===== src/rtl/pla_bist_sweep_ctrl.sv =====
// pla_bist_sweep_ctrl: sweeps a PLA input range and compresses the PLA outputs into a MISR signature
module pla_bist_sweep_ctrl #(
  parameter int unsigned SETTLE = 1,
  parameter logic [15:0] SEED = 16'hFFFF,
  parameter logic [15:0] POLY = 16'h1021
) (
  input  logic        clk,
  input  logic        rst,
  input  logic        start,
  input  logic        abort,
  input  logic [13:0] lo,
  input  logic [13:0] hi,
  output logic [13:0] pla_in,
  input  logic [13:0] pla_out,
  output logic        busy,
  output logic        done,
  output logic        err,
  output logic        aborted,
  output logic [15:0] signature,
  output logic [14:0] vec_count
);
  typedef enum logic [1:0] {IDLE, RUN, DONE} state_t;
  state_t state;
  logic [13:0] hi_q;
  logic [3:0] cnt;
  logic sample;
  logic [15:0] sig_next;
  assign sample = cnt == 4'(SETTLE);
  assign sig_next = {signature[14:0], 1'b0} ^ (signature[15] ? POLY : 16'h0) ^ {2'b00, pla_out};
  always_ff @(posedge clk) begin
    if (rst) begin
      state <= IDLE;
      hi_q <= '0;
      cnt <= '0;
      pla_in <= '0;
      busy <= 1'b0;
      done <= 1'b0;
      err <= 1'b0;
      aborted <= 1'b0;
      signature <= SEED;
      vec_count <= '0;
    end else begin
      done <= 1'b0;
      err <= 1'b0;
      case (state)
        IDLE: begin
          if (start && !abort && lo <= hi) begin
            state <= RUN;
            hi_q <= hi;
            pla_in <= lo;
            signature <= SEED;
            vec_count <= '0;
            aborted <= 1'b0;
            cnt <= '0;
            busy <= 1'b1;
          end else if (start && lo > hi) begin
            err <= 1'b1;
          end
        end
        RUN: begin
          if (abort) begin
            state <= IDLE;
            busy <= 1'b0;
            aborted <= 1'b1;
          end else if (sample) begin
            signature <= sig_next;
            vec_count <= vec_count + 15'd1;
            cnt <= '0;
            // terminate before incrementing so hi = 3FFF never wraps
            if (pla_in == hi_q) begin
              state <= DONE;
              busy <= 1'b0;
              done <= 1'b1;
            end else begin
              pla_in <= pla_in + 14'd1;
            end
          end else begin
            cnt <= cnt + 4'd1;
          end
        end
        DONE: state <= IDLE;
        default: state <= IDLE;
      endcase
    end
  end
endmodule

===== config.mk =====
export PLATFORM = sky130hd
export DESIGN_NAME = pla_bist_sweep_ctrl
export DESIGN_NICKNAME = d
export VERILOG_FILES = /design/src/rtl/pla_bist_sweep_ctrl.sv
export SDC_FILE = /design/constraint.sdc
export NUM_CORES = 1
export LEC_CHECK = 0
export BUFFER_PORTS_ARGS = -buffer_cell sky130_fd_sc_hd__buf_2
export CAP_MARGIN = 40
export CORE_MARGIN = 2
export CORE_UTILIZATION = 49
export CTS_CLUSTER_SIZE = 24
export DETAILED_ROUTE_END_ITERATION = 12
export PLACE_DENSITY = 0.81
export SLEW_MARGIN = 0
export SYNTH_ARGS = -nofsm -noshare
export SYNTH_HDL_FRONTEND = slang
export SYNTH_SLANG_ARGS = --single-unit

===== constraint.sdc =====
create_clock -name clk -period 1.91 [get_ports clk]
set_input_delay 0.0955 -clock clk [delete_from_list [all_inputs] [get_ports clk]]
set_output_delay 0.0955 -clock clk [all_outputs]
set_load 0.01 [all_outputs]

### Word level (Yosys, flattened, before mapping)

Cells that the tools add are included.

| storage, ports and cells | value |
|---|---|
| flip-flop bits (word level) | 69 |
| input port bits | 46 |
| output and inout bits | 49 |

| operators by class | value |
|---|---|
| $add $sub $neg | 3 |
| $lt $le $gt $ge | 2 |
| equality and inequality tests | 10 |
| mux-type cells | 33 |
| bitwise operators | 5 |
| reduce and logical (&&, ||, !) cells | 15 |

Operators with widths:

| kind | number |
|---|---|
| $mux 14 | 4 |
| $mux 16 | 3 |
| $mux 15 | 3 |
| $pmux 16 s2 | 1 |
| $pmux 15 s2 | 1 |
| $pmux 14 s2 | 1 |
| $xor 16x13->16 | 1 |
| $xor 16x14->16 | 1 |
| $add 15x1->15 const B | 1 |
| $add 14x1->14 const B | 1 |
| $eq 14x14->1 | 1 |
| $gt 14x14->1 | 1 |
| $le 14x14->1 | 1 |
| $mux 13 | 1 |
| $mux 4 | 3 |
| $ne 2x2->1 const B | 5 |
| $reduce_and 3->1 | 3 |
| $mux 1 | 8 |
| $mux 2 | 4 |
| $pmux 4 s2 | 1 |
| $reduce_and 4->1 | 2 |
| $ne 3x3->1 const B | 2 |
| $reduce_and 5->1 | 1 |
| $add 4x1->4 const B | 1 |
| 12 further kinds | 17 |

### Depth between registers and ports, before layout

Gate-level depths: netlist of run 1.

| depth | value |
|---|---|
| depth in word-level cells | 6 |
| depth in mapped cells | 10 |
| gate-level depth less buffers | 8 |

### Least setup slack after synthesis of run 1

Ideal clock, no wire load.

| timing path | value |
|---|---|
| path kind | reg2reg |
| start point | register vec_count[0] |
| end point | register vec_count[14] |
| setup time | 130 ps |
| arrival time | 1730 ps |
| data required time | 1780 ps |
| setup slack | 50 ps |
| cell stages (with the launch flop) | 8 |
| path buffers | 0 |
| period minus slack after synthesis | 1860 ps |
| cells stage by stage | dfxtp_1 ha_1 and3_1 nand2_1 nor4_1 a31oi_1 o311ai_1 o31ai_1 |

| on the way | value |
|---|---|
| cells in the longest elaborated chain, start to end | 4 |

RTL lines:

| item | RTL line | source |
|---|---|---|
| start, declared | 20 | `output logic [14:0] vec_count` |
| start signal, assigned | 67 | `vec_count <= vec_count + 15'd1;` |
| $add 15x1->15 | 67 |  |
| $mux 15 | 65 | `end else if (sample) begin` |
| $mux 15 | 61 | `if (abort) begin` |
| $pmux 15 s2 | 45 | `case (state)` |

No other way between the ends. The select of a mux whose other input is x is not followed.
A chain may end at the register's enable or synchronous reset.

### Final worst setup path of run 1

| timing path | value |
|---|---|
| start point | register pla_in[3] |
| end point | register pla_in[12] |

| on the way | value |
|---|---|
| cells in the longest elaborated chain, start to end | 5 |
| elaborated cells between the ends (all ways) | 8 |
| classes of those cells | add/sub: 1; eq/ne: 2; mux: 4; reduce/logical: 1 |

RTL lines:

| item | RTL line | source |
|---|---|---|
| start, declared | 13 | `output logic [13:0] pla_in,` |
| start signal, assigned | 50 | `pla_in <= lo;` |
| start signal, assigned | 75 | `pla_in <= pla_in + 14'd1;` |
| $add 14x1->14 | 75 |  |
| $mux 14 | 70 | `if (pla_in == hi_q) begin` |
| $mux 14 | 65 |  |
| $mux 14 | 61 |  |
| $pmux 14 s2 | 45 |  |

Several ways; a longest one is shown, not always the timed one. The select of a mux whose other input is x is not followed.

==> flow_summary.yaml, run 1 <==
outcome:
  run_status: "finished with violations"
  violations: "setup timing"
timing:
  finalHoldViolCount: 0
  min_period_ns: 2.03
  timing.fmax_ghz: 0.493
  setup_viol: 11
  period_share_pct: 106
  max_slew_margin_pct: 68.6
  setup_ws_ns: -0.118
  finClkSkew_ns: 0.0129
  rsz0062_at_grt: "true"
  worstMarginPinSlew_ns: 0.470
  maxSlewViolCount: 0
setup_path:
  r2r-start: "pla_in[3]"
  cpPeakStageDelay_ns: 0.38
  start_kind: "flip-flop"
  cpMostUsedCell: "buf_4"
  worstPathCellList: "buf_4 > nand4_1 > buf_4 > nor4b_2 > xor2_1 > nor2_1 > nor4_1 > a31o_2"
  crit_family: "simple AND/OR/NAND/NOR gates"
  path_class: "reg -> reg"
  crit_fanout: 6
  r2r-end: "pla_in[12]"
  crit_buf_inv: 2
  reg2reg_depth: 8
  crit_required_ns: 2.21
  arrival_ns: 2.33
  r2r_slack_ns: -0.12
  worstSetupEndpointType: "flip-flop"
  critPathSlowestCell: "nor4_1"
synthesis:
  ys.warnings.count: 0
  ys.flop_type: "dfxtp_1"
  synth_cells: 440
  synth.top_cell.area_share_pct: 35.5
  netlist_top_cells_count: "dfxtp_1, a21oi_1, nor2_1"
  synth.most_common_cell: "dfxtp_1"
  async_flop_share_pct: 0
  yosysTopAreaCell: "dfxtp_1"
  synth_area_leaders: "dfxtp_1, ha_1, a21oi_1"
  netlist-cell-type-count: 55
  synth_area_per_cell_um2: 8.84
  synth_edf_count: 0
  synth_area_mm2: 0.00389
  syn-num-nets: 504
  seq_area_frac_synth_pct: 35.5
  ys_seq_elements: 69
layout:
  nets: 670
  fin_area_mm2: 0.00551
  nFillCells: 547
  diodes: 0
  fin_util_pct: 71.7
  final_cells: 713
  syn_to_final_growth_pct: 41.8
  seq_area_mm2: 0.00139
  multiInputGateArea_mm2: 0.00252
  drive_above_1_share_pct: 42.1
global_routing:
  grt_most_used_layer: "met2"
  grt_pass1_vias: 4078
  overflow: 0
  grtUsageTotal_pct: 27.2
  grt.met3_usage_pct: 5.48
  grtUsageMet2_pct: 47.4
  grt_max_degree: 40
  antenna_found_initial: 0
  grt_pass1_wl_mm: 18.6
  use_met1_pct: 32.3
cts:
  cts_tree: "yes"
  clock_latency_ns: 0.37
  clockRootBuffer: "clkbuf_8"
  clk_path_buf_depth: 2
  cts_buffers: 9
  clk_pin_slew_ns: 0.09
  hold_buffers: 0
  htree_levels: 3
  clkSinkCount: 69
route:
  ant_nets: 0
  wl_mm: 13.5
  num_vias: 4453
  vias_per_cell: 6.25
  first_iter_violations: 472
  drc: 0
  drt_pass1_iterations: 5
  wire_per_inst_um: 18.9
floorplan:
  start_util_pct: 50.6
  die_y_um: 93.1
  die-area_mm2: 0.00866
  die_x_um: 93.1
  coreArea_mm2: 0.00769
  ios: 95
  rows: 32
run:
  cap_violations: 0
placement:
  place_congestion: 0.901
  hpwl_mm: 8.85
  dpl_cell_area_mm2: 0.00500
  place_inst: 690
  port_buffers: 94
  pre_cts_slack_ns: -0.376
power_and_ir_drop:
  ir_drop_uv: 398
  leakagePower_nw: 2.44
  power_density_mw_per_mm2: 641
worst_hold_path:
  hold_start: "hi[4]"
  hold_class: "in -> reg"
  hold_depth: 3
  hold_end: "hi_q[4]"
[per-layer routing]
layer,part of all wire [%],routed length (um)
met5,0,0
met4,4.2,570
met3,10,1360
met2,49,6570
met1,37,5000
[stage by stage]
step	hold WS [ns]	total power [mW]	setup TNS [ns]
after floorplan	0.232	1.93	0
after global placement	0.389	2.23	-2.32
after detailed placement	0.394	2.26	-10.27
after CTS	0.0126	3.41	-0.00621
after global routing	0.0480	3.65	-1.02
final	0.0241	3.53	-0.314
[flip-flops by register name, indices dropped and copies added, names as in the netlist]
name	cells
aborted	1
busy	1
cnt	4
done	1
err	1
hi_q	14
pla_in	14
signature	16
state	2
vec_count	15
[logic make-up (layout without fill, tap and decap cells)]
family / Yosys count / after routing / synth area share (%)
AOI/OAI and AO/OA: 160 / 160 / 31.4
and+or+nand+nor: 110 / 110 / 14.0
adders and majority gates: 18 / 18 / 5.79
buffers and inverters: 47 / 218 / 5.05
DFF: 69 / 69 / 35.5
xor gates and xnor gates: 33 / 33 / 7.43
muxes: 3 / 3 / 0.772
[timing repair]
action / 4_1_cts / 5_1_grt
cloned: 0 / 3
setup buffers: 0 / 4
resized for setup: 5 / 48
pin swaps: 1 / 15
setup endpoints to repair: 8 / 40
[cell type report]
class / count / area share, %
sequential: 69 / 25.2
timing repair buffer: 185 / 22.3
multi-input combinational: 324 / 45.7
clock buffer: 9 / 2.25
tap: 102 / 2.32
inverter: 17 / 1.16
clock inverter: 7 / 1.13
[power breakdown]
| part | total, mW | switching (mW) | internal [mW] |
|---|---|---|---|
| combinational | 0.844 | 0.455 | 0.389 |
| clock | 1.17 | 0.669 | 0.501 |
| sequential | 1.52 | 0.0384 | 1.48 |
[cell usage in the layout, fill, tap and decap left out, types with 16 or more instances in the layout]
cell / netlist / final
nor2_1: 26 / 23
dfxtp_1: 69 / 64
buf_4: 0 / 84
xor2_1: 17 / 17
buf_2: 10 / 92
o211ai_1: 17 / 17
a21oi_1: 30 / 30
xnor2_1: 16 / 16
o21ai_0: 17 / 16
nand2_1: 24 / 23
[worst register-to-register path, stage by stage (launching register included)]
cell     delay, ns
dfxtp_1       0.36
buf_4         0.15
nand4_1       0.18
buf_4         0.21
nor4b_2       0.29
xor2_1        0.17
nor2_1        0.07
nor4_1        0.38
a31o_2        0.17
[worst max path at each step]
stage / start / endpoint / slack, ns / cells past startpoint
after floorplan: vec_count[0] / vec_count[14] / 0.05 / 7
after global placement: hi[11] / vec_count[7] / -0.16 / 10
after detailed placement: lo[13] / vec_count[7] / -0.38 / 9
after CTS: hi[13] / vec_count[14] / -0.006 / 10
after global routing: pla_in[6] / pla_in[12] / -0.17 / 8
final: pla_in[3] / pla_in[12] / -0.12 / 8
Note: power is estimated with default switching activity, not from simulation.
==> run 2, diff against run 1 <==
--- a/config.mk
+++ b/config.mk
@@ -8,11 +8,13 @@
 export BUFFER_PORTS_ARGS = -buffer_cell sky130_fd_sc_hd__buf_2
 export CAP_MARGIN = 40
 export CORE_MARGIN = 2
-export CORE_UTILIZATION = 49
+export CORE_UTILIZATION = 50
+export CTS_BUF_LIST = sky130_fd_sc_hd__clkbuf_8
 export CTS_CLUSTER_SIZE = 24
 export DETAILED_ROUTE_END_ITERATION = 12
-export PLACE_DENSITY = 0.81
+export PLACE_DENSITY = 0.82
 export SLEW_MARGIN = 0
 export SYNTH_ARGS = -nofsm -noshare
 export SYNTH_HDL_FRONTEND = slang
 export SYNTH_SLANG_ARGS = --single-unit
+export TNS_END_PERCENT = 30
==> run 2 against run 1 <==
The flow now finishes without violations. First-iteration DRC count fell by 34%. Worst setup slack better by 0.13 ns. Total power decreased by 2.3%. Sequential share of layout area increased by 0.95 points. Routed wire length shrank 10%. Clock-buffer cell count stayed put. Non-clock buffer count fell by 8. Critical endpoint is now pla_in[6].
==> flow_summary.yaml, run 2 (synthesis results as in run 1) <==
outcome:
  run_status: "completed"
layout:
  syn_to_final_growth_pct: 36.7
  mostFrequentLayoutCells: "buf_2, buf_4, dfxtp_1"
  reg_top3: "signature: 16 flops, vec_count: 15 flops"
  diodes: 0
  multiInputGateArea_mm2: 0.00242
  nFillCells: 599
  fin_area_mm2: 0.00531
  nets: 662
  layout_commonest_cell: "buf_2"
  drive_above_1_share_pct: 38.8
  largest_register_ffs: 16
  largest_register: "signature"
  seq_area_mm2: 0.00139
  fin_util_pct: 69.5
cts:
  htree_levels: 3
  clk_pin_slew_ns: 0.08
  clk_path_buf_depth: 2
  cts_tree: "yes"
  hold_buffers: 0
  clockRootBuffer: "clkbuf_8"
  clkSinkCount: 69
  cts_buffers: 9
  clock_latency_ns: 0.36
route:
  wl_mm: 12.1
  first_iter_violations: 313
  drc: 0
  wire_per_inst_um: 17.2
  ant_nets: 0
  drt_pass1_iterations: 5
  num_vias: 4255
  vias_per_cell: 6.04
timing:
  timing.fmax_ghz: 0.527
  max_slew_margin_pct: 66.0
  maxSlewViolCount: 0
  worstMarginPinSlew_ns: 0.509
  min_period_ns: 1.90
  rsz0062_at_grt: "true"
  setup_viol: 0
  setup-tns-final_ns: 0
  finClkSkew_ns: 0.0171
  finalHoldViolCount: 0
  whs_ns: 0.0201
  period_share_pct: 99.4
run:
  cap_violations: 0
floorplan:
  die_x_um: 92.2
  die_y_um: 92.2
  die-area_mm2: 0.00850
  rows: 32
  start_util_pct: 50.8
  ios: 95
  coreArea_mm2: 0.00765
setup_path:
  path_class: "reg -> reg"
  start_kind: "flip-flop"
  r2r-start: "pla_in[3]"
  crit_fanout: 5
  crit_required_ns: 2.16
  r2r_slack_ns: 0.01
  crit_end: "pla_in[6]"
  arrival_ns: 2.15
  reg2reg_depth: 7
  crit_path_start: "pla_in[3]"
  worstSetupEndpointType: "flip-flop"
  r2r-end: "pla_in[6]"
power_and_ir_drop:
  power_density_mw_per_mm2: 650
  leakagePower_nw: 2.35
  ir_drop_uv: 520
  fin_total_pwr_mw: 3.45
placement:
  place_congestion: 0.890
  dpl_cell_area_mm2: 0.00499
  hpwl_mm: 8.71
  port_buffers: 94
global_routing:
  grt_pass1_vias: 4027
  grtUsageTotal_pct: 27.9
  overflow: 0
  antenna_found_initial: 0
  grt_max_degree: 40
  grt_pass1_wl_mm: 19.1
worst_hold_path:
  hold_class: "in -> reg"
==> run 2: cell count changes in the layout (fill, tap and decap cells not counted), moves of 3 or more <==
cell	change
ha_4	-3
buf_4	-6
a2bb2oi_2	-4
ha_1	+3
inv_1	+4
a2bb2oi_1	+4
buf_6	-3
inv_2	-4
==> run 2: layout make-up <==
class                      instances  area share (%)
clock buffer                       9            2.33
timing repair buffer             177            21.3
sequential                        69            26.1
clock inverter                     7            1.18
tap                              102            2.40
multi-input combinational        324            45.5
inverter                          17            1.20
==> run 2: critical path, stage by stage, from the launching register on <==
cell	delay, ns
dfxtp_1	0.33
xor2_1	0.17
nor4_2	0.35
nand4_1	0.28
a21oi_1	0.22
buf_4	0.16
a2111oi_1	0.05
a31o_2	0.23
==> run 2: worst min path at each step <==
stage,endpoint,from,slack (ns),cells past startpoint
2_1_floorplan,aborted,abort,0.23,2
3_3_place_gp,hi_q[4],hi[4],0.38,3
3_5_place_dp,hi_q[4],hi[4],0.40,3
4_1_cts,hi_q[4],hi[4],0.02,3
5_1_grt,hi_q[4],hi[4],0.03,3
6_report,hi_q[4],hi[4],0.02,3
==> run 2: through the flow <==
step	cells	worst slack [ns]
after global placement	688	-0.213
final	705	0.0109
after detailed placement	688	-0.288
after global routing	705	-0.0702
after floorplan	440	0.0495
after CTS	704	0.00121
==> run 2: timing repair <==
item | CTS | global route
hold endpoints to repair | 0 | 0
pin swaps | 2 | 11
setup endpoints to repair | 17 | 24
setup buffers | 0 | 1
resized for setup | 8 | 22
==> run 2: routing by layer <==
metal	up-vias	share of wire, %	wire length [um]	GRT usage, %
met2	214	47	5770	47.5
met1	2022	42	5150	36.3
met4	0	1.7	208	6.09
met5	-	0	0	0
li1	1992	-	-	-
met3	27	8.4	1020	6.08
==> run 2: where the power goes <==
part / internal, mW / switching (mW) / total, mW
combinational: 0.354 / 0.423 / 0.777
clock: 0.499 / 0.662 / 1.16
sequential: 1.48 / 0.0341 / 1.51
==> run 3, diff against run 2 <==
--- a/config.mk
+++ b/config.mk
@@ -5,14 +5,15 @@
 export SDC_FILE = /design/constraint.sdc
 export NUM_CORES = 1
 export LEC_CHECK = 0
+export ABC_AREA = 1
 export BUFFER_PORTS_ARGS = -buffer_cell sky130_fd_sc_hd__buf_2
 export CAP_MARGIN = 40
 export CORE_MARGIN = 2
-export CORE_UTILIZATION = 50
+export CORE_UTILIZATION = 51
 export CTS_BUF_LIST = sky130_fd_sc_hd__clkbuf_8
 export CTS_CLUSTER_SIZE = 24
 export DETAILED_ROUTE_END_ITERATION = 12
-export PLACE_DENSITY = 0.82
+export PLACE_DENSITY = 0.83
 export SLEW_MARGIN = 0
 export SYNTH_ARGS = -nofsm -noshare
 export SYNTH_HDL_FRONTEND = slang
==> constraint.sdc (replaced) <==
create_clock -name clk -period 1.91 [get_ports clk]
set_input_delay 0 -clock clk [delete_from_list [all_inputs] [get_ports clk]]
set_output_delay 0 -clock clk [all_outputs]
set_load 0.01 [all_outputs]
==> run 3 against run 2 <==
Area after synthesis up 10%. Clock skew is 0.0070 ns lower. Flip-flop and latch count unchanged. Fmax is 6.1% higher. Clock power up 17%. Total power rose by 10%. Critical path type unchanged. Highest routed layer unchanged.
==> flow_summary.yaml, run 3 <==
outcome:
  run_status: "completed"
timing:
  period_share_pct: 93.7
  setup-tns-final_ns: 0
  min_period_ns: 1.79
  setup_viol: 0
  finClkSkew_ns: 0.0101
  maxSlewViolCount: 0
  finalHoldViolCount: 0
  timing.fmax_ghz: 0.559
  worstMarginPinSlew_ns: 0.378
  max_slew_margin_pct: 74.8
setup_path:
  r2r_slack_ns: 0.12
  reg2reg_depth: 12
  start_kind: "flip-flop"
  crit_required_ns: 2.14
  path_class: "reg -> reg"
  arrival_ns: 2.02
  crit_fanout: 17
  worstSetupEndpointType: "flip-flop"
synthesis:
  synth_edf_count: 0
  netlist-cell-type-count: 33
  ys_seq_elements: 69
  synth.top_cell.area_share_pct: 32.3
  syn-num-nets: 715
  synth_area_leaders: "dfxtp_1, nand2_1, nand3_1"
  seq_area_frac_synth_pct: 32.3
  netlist_top_cells_count: "nand2_1, nand3_1, inv_1"
  synth_area_per_cell_um2: 6.57
  ys.warnings.count: 0
  yosysTopAreaCell: "dfxtp_1"
  async_flop_share_pct: 0
  synth_area_mm2: 0.00428
  synth.most_common_cell: "nand2_1"
  synth_cells: 651
  ys.flop_type: "dfxtp_1"
floorplan:
  die-area_mm2: 0.00913
  die_x_um: 95.6
  start_util_pct: 52.3
  coreArea_mm2: 0.00818
  die_y_um: 95.6
  ios: 95
  rows: 33
global_routing:
  overflow: 0
  grt_pass1_vias: 4267
  grt_pass1_wl_mm: 19.4
  antenna_found_initial: 0
  grt_max_degree: 33
  grtUsageTotal_pct: 26.7
cts:
  clk_path_buf_depth: 2
  clkSinkCount: 69
  clockRootBuffer: "clkbuf_8"
  clk_pin_slew_ns: 0.08
  cts_buffers: 9
  htree_levels: 3
  clock_latency_ns: 0.35
  cts_tree: "yes"
route:
  num_vias: 4705
  drc: 0
  wl_mm: 12.2
  drt_pass1_iterations: 5
  wire_per_inst_um: 13.9
  ant_nets: 0
  vias_per_cell: 5.35
  first_iter_violations: 318
power_and_ir_drop:
  power_density_mw_per_mm2: 707
  ir_drop_uv: 413
  leakagePower_nw: 2.50
layout:
  reg_top3: "signature: 16 flops, vec_count: 15 flops"
  fin_util_pct: 66.0
  drive_above_1_share_pct: 22.1
  largest_register_ffs: 16
  diodes: 0
  syn_to_final_growth_pct: 26.3
  layout_commonest_cell: "nand2_1"
  nets: 833
  nFillCells: 723
  mostFrequentLayoutCells: "nand2_1, buf_2, nand3_1"
  largest_register: "signature"
run:
  cap_violations: 0
placement:
  port_buffers: 94
  place_congestion: 0.889
  hpwl_mm: 8.23
worst_hold_path:
  hold_class: "in -> reg"
  hold_depth: 5
[run 3: cell types whose count changed after synthesis, moves of 8 or more]
cell       change
a21oi_1       +14
a2bb2oi_2      -8
a31oi_1       -11
and3_1         -8
inv_1         +55
nand2_1      +157
nand3_1       +59
nor2_1        +29
o211ai_1      -17
o21ai_0       +12
o41ai_1       -15
[run 3: critical path, cell delays in order (launching register included)]
cell and delay [ns]:
dfxtp_1 0.42, inv_1 0.11, nand2_1 0.07, nand2_1 0.05, nor2_1 0.08, nand2_1 0.10
nor2_2 0.15, nand3_1 0.09, nand2_1 0.09, inv_2 0.04, buf_4 0.20, a21oi_1 0.20
nor2_1 0.06
[run 3: through the flow]
step / setup WS [ns] / hold WS, ns / total power [mW] / instances / instance area [um^2]
5_1_grt: -0.0415 / 0.0353 / 4.00 / 879 / 5400
3_3_place_gp: 0.0475 / 0.292 / 2.37 / 839 / 4870
6_report: 0.120 / 0.0127 / 3.81 / 879 / 5400
2_1_floorplan: 0.188 / 0.0775 / 2.14 / 651 / 4280
3_5_place_dp: -0.0390 / 0.306 / 2.40 / 839 / 4870
4_1_cts: 0.00791 / 0.00606 / 3.77 / 872 / 5270
[run 3: area by class of cell]
class                   instances  area, um^2  share of cell area (%)
repair buffers                135         851                    15.8
well taps                     105         131                    2.43
flip-flops and latches         69        1390                    25.8
multi-input cells             479        2520                    46.6
clock buffers                  10         138                    2.55
clock inverters                 6        87.6                    1.62
inverters                      75         284                    5.26
[run 3: worst paths after layout]
check,startpoint,end
setup / recovery,pla_in[13],pla_in[8]
hold / removal,pla_out[7],signature[7]
setup reg to reg,pla_in[13],pla_in[8]
hold reg to reg,aborted,aborted
[run 3: layer usage]
layer	up-vias	part of all wire, %	global-route usage [%]
li1	2321	-	-
met1	2179	42	33.7
met2	179	49	44.4
met3	26	7.1	4.66
met4	0	2.3	12.0
met5	-	0	0
[run 3: where the power goes]
group	switching [mW]	total [mW]	internal, mW
sequential	0.0834	1.61	1.53
combinational	0.492	0.844	0.352
clock	0.593	1.36	0.769
total	1.17	3.81	2.65
[run 3: cells by family after synthesis]
family | after synthesis | share of synthesized area, %
AOI/OAI and AO/OA | 80 | 9.86
xor gates and xnor gates | 30 | 6.15
muxes | 3 | 0.702
buffers and inverters | 104 | 10.2
and+or+nand+nor | 347 | 35.5
adders and majority gates | 18 | 5.27
DFF | 69 | 32.3
[run 3: what timing repair did]
action,CTS,global route
endpoints found under the hold margin,17,0
hold buffers,17,0
resized for setup,0,18
endpoints found under the setup margin,0,48
setup buffers,0,5
